===== config.mk =====
export PLATFORM = sky130hd
export DESIGN_NAME = fifo_wr_ctrl
export DESIGN_NICKNAME = d
export VERILOG_FILES = /design/src/rtl/fifo_wr_ctrl.sv
export SDC_FILE = /design/constraint.sdc
export NUM_CORES = 1
export LEC_CHECK = 0
export CORE_MARGIN = 2
export CORE_UTILIZATION = 45
export DETAILED_ROUTE_END_ITERATION = 7
export PLACE_DENSITY_LB_ADDON = 0.3
export REMOVE_ABC_BUFFERS = 1
export SYNTH_ARGS = -nofsm -noshare
export SYNTH_HDL_FRONTEND = slang
export SYNTH_SLANG_ARGS = --single-unit

===== constraint.sdc =====
create_clock -name i_clk -period 4.4 [get_ports i_clk]
set_input_delay 0.88 -clock i_clk [delete_from_list [all_inputs] [get_ports i_clk]]
set_output_delay 0.88 -clock i_clk [all_outputs]
set_load 0.01 [all_outputs]

===== src/rtl/fifo_wr_ctrl.sv =====
// Write-side controller of the CDC FIFO: memory write enable/address, binary and Gray
// write pointers, and full, almost-full and sticky overflow flags in the write clock domain.
module fifo_wr_ctrl #(
    parameter int unsigned ADDR_WIDTH   = 7,
    parameter int unsigned AFULL_THRESH = 120
) (
    input  logic                  i_clk,
    input  logic                  i_rst,
    input  logic                  i_winc,
    input  logic [ADDR_WIDTH:0]   i_wq2_rptr,
    output logic                  o_wclken,
    output logic [ADDR_WIDTH-1:0] o_waddr,
    output logic [ADDR_WIDTH:0]   o_wptr,
    output logic                  o_wfull,
    output logic                  o_walmost_full,
    output logic                  o_wovf
);

    localparam int unsigned AW = ADDR_WIDTH;
    localparam int unsigned PW = ADDR_WIDTH + 1;
    localparam logic [PW-1:0] AFULL_LEVEL = PW'(AFULL_THRESH);

    logic [PW-1:0] r_wbin;
    logic [PW-1:0] r_wptr;
    logic          r_wfull;
    logic          r_walmost_full;
    logic          r_wovf;

    logic          w_wclken;
    logic [PW-1:0] w_wbin_nxt;
    logic [PW-1:0] w_wgray_nxt;
    logic [PW-1:0] w_rptr_full;
    logic [PW-1:0] w_rbin;
    logic [PW-1:0] w_level;

    function automatic logic [PW-1:0] gray2bin(input logic [PW-1:0] g);
        logic [PW-1:0] b;
        b[PW-1] = g[PW-1];
        for (int i = int'(PW) - 2; i >= 0; i--) begin
            b[i] = b[i+1] ^ g[i];
        end
        return b;
    endfunction

    // Reset also blocks the memory write so nothing is committed while the pointer is held at 0.
    assign w_wclken    = i_winc & ~r_wfull & ~i_rst;
    assign w_wbin_nxt  = r_wbin + PW'(w_wclken);
    assign w_wgray_nxt = (w_wbin_nxt >> 1) ^ w_wbin_nxt;

    // Full when the next write pointer is exactly one lap ahead of the synchronised read pointer.
    assign w_rptr_full = {~i_wq2_rptr[AW:AW-1], i_wq2_rptr[AW-2:0]};
    assign w_rbin      = gray2bin(i_wq2_rptr);
    assign w_level     = w_wbin_nxt - w_rbin;

    always_ff @(posedge i_clk or posedge i_rst) begin
        if (i_rst) begin
            r_wbin         <= '0;
            r_wptr         <= '0;
            r_wfull        <= 1'b0;
            r_walmost_full <= 1'b0;
            r_wovf         <= 1'b0;
        end else begin
            r_wbin         <= w_wbin_nxt;
            r_wptr         <= w_wgray_nxt;
            r_wfull        <= (w_wgray_nxt == w_rptr_full);
            r_walmost_full <= (w_level >= AFULL_LEVEL);
            if (i_winc && r_wfull) begin
                r_wovf <= 1'b1;
            end
        end
    end

    assign o_wclken       = w_wclken;
    assign o_waddr        = r_wbin[AW-1:0];
    assign o_wptr         = r_wptr;
    assign o_wfull        = r_wfull;
    assign o_walmost_full = r_walmost_full;
    assign o_wovf         = r_wovf;

endmodule

* Yosys cells after proc, flatten, opt, wreduce, memory -nomap -nowiden
Cells that the tools add are included.
Word-level totals: input bits 11, flip-flop bits (word level) 19, output and inout port bits 19, logic and storage cells 23
Cells by class: equality and inequality tests 1, add/subtract/negate cells 2, reduce and logical (&&, ||, !) cells 1, magnitude comparators 1, bitwise logic cells 13
Operator list (number):
- adder 8 x 1 -> 8 bit | 1
- equality test 8 bit | 1
- >= comparator 8 x 7 -> 1 bit (second input constant) | 1
- subtractor 8 bit | 1
- bitwise XOR 7 x 8 -> 8 bit | 1
- bitwise XOR 1 bit | 7
- AND 1 bit | 2
- NOT 1 bit | 2
- NOT 2 bit | 1
- logical AND 1 bit | 1

* Longest topological paths before layout
depth in word-level cells 9, gate-level depth with buffers 13, gate-level depth less buffers 12

* Worst setup path after synthesis
No wires, ideal clock.
path kind input to register, start point input i_rst, end point register r_walmost_full (netlist: o_walmost_full), data arrival time 3.429 ns, stages on the path 13, setup time 0.101 ns, path buffers 1, setup slack 0.871 ns, data required time 4.299 ns, path through nor3b_1 -> ha_1 -> ha_1 -> clkbuf_1 -> nand3_1 -> xnor2_1 -> ha_1 -> nand2_1 -> a311oi_1 -> mux2i_1 -> a21oi_1 -> or3_1 -> o311ai_2
Between the ends: longest elaborated chain between the ends 5
Ends and longest elaborated chain:
- from (decl) | RTL line 8 | input logic i_rst,
- NOT 1 bit | RTL line 46 | assign w_wclken = i_winc & ~r_wfull & ~i_rst;
- AND 1 bit | RTL line 46
- adder 8 x 1 -> 8 bit | RTL line 47 | assign w_wbin_nxt = r_wbin + PW'(w_wclken);
- net w_wbin_nxt[4] | RTL line 30 | logic [PW-1:0] w_wbin_nxt;
- subtractor 8 bit | RTL line 53 | assign w_level = w_wbin_nxt - w_rbin;
- >= comparator 8 x 7 -> 1 bit | RTL line 66 | r_walmost_full <= (w_level >= AFULL_LEVEL);
- to (signal assigned) | RTL line 66
- to (decl) | RTL line 26 | logic r_walmost_full;
The timed path passes the listed nets, and every way through them passes these cells. A chain may end at the register's enable or synchronous reset.

* Worst setup path after layout
start point input i_wq2_rptr[5], end point register r_walmost_full (netlist: o_walmost_full)
Between the ends: longest elaborated chain between the ends 8
Ends and longest elaborated chain:
- from (decl) | RTL line 10 | input logic [ADDR_WIDTH:0] i_wq2_rptr,
- bitwise XOR 1 bit (*) | RTL line 40 | b[i] = b[i+1] ^ g[i];
- bitwise XOR 1 bit (5 in series) | RTL line 40
- subtractor 8 bit (*) | RTL line 53
- >= comparator 8 x 7 -> 1 bit (*) | RTL line 66
Every way passes the cells marked *; elsewhere a longest branch is shown, timed or not.

==> impl_metrics.yaml <==
grt:
  grt_pass1_vias: 908
  grt_pass1_wl_mm: 4.02
  grt_max_degree: 19
  overflow: 0
  grtUsageTotal: 0.160
  antenna_found_initial: 0
layout:
  drive_above_1_share: 0.0671
  diodes: 0
  nNetsFinal: 171
  final_cells: 180
  area_growth_syn_to_layout_pct: 28.2
  final_common_cell: "clkdlybuf4s50_1"
  layout_common_cells: "clkdlybuf4s50_1 (29), xnor2_1 (18), dfrtp_1 (18)"
timing:
  fmax_ghz: 0.251
  setup_slack_ns: 0.411
  setup-tns-final_ns: 0
  rsz0062_at_grt: "no"
  post-route-min-period_ns: 3.99
  max_slew_margin: 0.536
  post-route-period-util: 0.907
  slew_viol_final: 0
  finClkSkew_ns: 0.00280
  setup_viol: 0
  hold_viol: 0
  worst_slew_pin_slew_ns: 0.695
  holdWs_ns: 0.485
synth:
  synth_mux_area_frac: 0.0157
  synth-simple-area-share: 0.102
  synth_top_family_by_area: "XOR/XNOR gates"
  ys_warn_count: 0
  postSynth.asyncResetShare: 1.00
  synth_area_um2: 1270
  synth_xor_area_frac: 0.287
  synth_compound_gate_area_share: 0.0925
  syn_inst: 118
  synthAdderAreaFrac: 0.113
  synth_ff_type: "dfrtp_1"
  synth_cell_type_count: 34
  avgSynthCellArea_um2: 10.8
  synth_edf_count: 0
  synth_seq_cells: 18
  ys_seq_area_frac: 0.354
clock_tree:
  postCtsSetupBuffers: 0
  clock_path_buffers: 2
  clk_latency_ns: 0.28
  cts_buffers: 3
  clock_sinks: 18
  clk_pin_slew_ns: 0.10
  htree_num_levels: 1
  cts_tree: "built"
  cts_root_buf: "clkbuf_4"
  cts_hold_buf: 0
  cts_resized: 0
setup_path:
  crit_end: "o_walmost_full"
  slowest_delay_ns: 0.50
  r2r_cells: 12
  endpoint_kind: "flip-flop"
  crit_cells: 13
  worstSetupStartpoint: "i_wq2_rptr[5]"
  worstReg2RegStart: "o_wfull"
  arrival_ns: 4.15
  crit_required_ns: 4.56
  reg2reg_slack_ns: 1.32
  worst-path-buf-inv: 2
  worstSetupPathType: "in2reg"
  crit_chain: "clkdlybuf4s50_1, xor3_2, xnor3_1, xnor2_1, xnor2_1, ha_1, inv_1, fa_1, nor2_1, o21ai_0, a21oi_1, xor2_1, o311ai_2"
  startpoint_type: "primary input"
  crit_fanout: 3
  cp_top_family: "XOR/XNOR gates"
  rr_endpoint: "o_walmost_full"
  cp_common_cell: "xnor2_1"
  cp_slowest_cell: "clkdlybuf4s50_1"
placement:
  dp.cells: 176
  dp_hpwl_mm: 1.95
  dp_slack_ns: 0.0966
  gp_congestion: 0.807
  portBuffers: 29
floorplanning:
  die_h_um: 57.2
  rows: 19
  coreArea_um2: 2710
  die_area_um2: 3270
  initial_core_util: 0.469
  die_w_um: 57.2
  io_pins: 30
routing:
  num_vias: 938
  first_iter_violations: 23
  route.detailed.drc: 0
  wl_per_cell_um: 13.3
  wl_mm: 2.40
  final_antenna_net_count: 0
  dr.pass1.iters: 4
  vias_per_cell: 5.21
power_and_ir_drop:
  share_seq_of_total_power: 0.271
  p_per_area_nw_per_um2: 634
  p_clk_frac: 0.097
  p_int_mw: 0.615
  p_switching_mw: 0.419
  ir_drop_uv: 443
  combPwrFrac: 0.632
  power.share.switching: 0.405
  p_total_mw: 1.03
  cellLeakagePower_nw: 0.764
worst_hold_path:
  hold_class: "reg2reg"
  hp-start: "o_wovf"
run_status:
  run_status: "completed"
flow_run:
  maxCapViolCount: 0
## cell usage after synthesis (2+ instances only)
cell type	instances	area share
xor2_1	12	0.083
xnor2_2	2	0.026
a21oi_1	5	0.020
and3_1	4	0.020
nand2_1	8	0.024
ha_1	9	0.089
xnor3_1	2	0.035
dfrtp_1	18	0.35
nor2_1	2	0.0059
inv_1	8	0.024
a311oi_1	2	0.014
o21ai_0	2	0.0079
mux2i_1	2	0.016
nand3_1	3	0.012
xnor2_1	18	0.12
a21o_1	2	0.012
buf_2	2	0.0079
## how the worst min path moves through the flow
stage / endpoint / slack [ns] / cells past startpoint
finish: o_wovf / 0.49 / 1
CTS: o_wovf / 0.49 / 1
detailed placement: o_wovf / 0.46 / 1
floorplan: o_wovf / 0.49 / 1
global placement: o_wovf / 0.44 / 1
global route: o_wovf / 0.52 / 1
## flip-flops by register name (all words and copies together), names as in the netlist
| signal | cells |
|---|---|
| o_wfull | 1 |
| o_wptr | 7 |
| r_wbin | 8 |
| o_wovf | 1 |
| o_walmost_full | 1 |
## layout make-up
cell class,count,area (µm²)
well taps,31,38.8
multi-input cells,89,777
clock buffers,4,36.3
fillers,237,1080
flip-flops and latches,18,450
inverters,8,30.0
repair buffers,30,298
## power groups by stage
stage	combinational [mW]	sequential (mW)	clock, mW
2_1_floorplan	0.423	0.304	0
3_3_place_gp	0.641	0.280	0
3_5_place_dp	0.657	0.284	0
4_1_cts	0.660	0.280	0.105
5_1_grt	0.715	0.289	0.113
6_report	0.654	0.280	0.100
## worst register-to-register path, cell delays in order, from the launching register on
cell and delay (ns):
dfrtp_1 0.41, nor3b_1 0.34, ha_1 0.22, ha_1 0.28
nand3_1 0.13, xnor2_1 0.32, ha_1 0.34, nand2_1 0.12
a311oi_1 0.06, mux2i_1 0.22, a21oi_1 0.10, or3_1 0.38
o311ai_2 0.09
## cells by family (layout without fill, tap and decap cells)
kind of cell,count (synthesis),in the layout
AOI/OAI and AO/OA,16,16
and+or+nand+nor,25,25
buffers and inverters,11,42
xor gates and xnor gates,35,35
adders and majority gates,11,11
DFF,18,18
muxes,2,2
## routing by layer
layer  vias to the layer above  part of all wire  global-route usage  routed length [µm]
li1                        464                 -                   -                   -
met1                       450              0.45               0.202                1080
met2                        22              0.51               0.279                1210
met3                         2             0.028              0.0159                  67
met4                         0             0.014              0.0698                  34
met5                         -                 0                   0                   0
## metrics by stage
| step | instance area, µm² | util |
|---|---|---|
| 6_report | 1630 | 0.602 |
| 5_1_grt | 1630 | 0.602 |
| 4_1_cts | 1630 | 0.602 |
| 3_5_place_dp | 1590 | 0.588 |
| 3_3_place_gp | 1590 | 0.588 |
| 2_1_floorplan | 1260 | - |
Note: power is estimated with default switching activity, not from simulation.
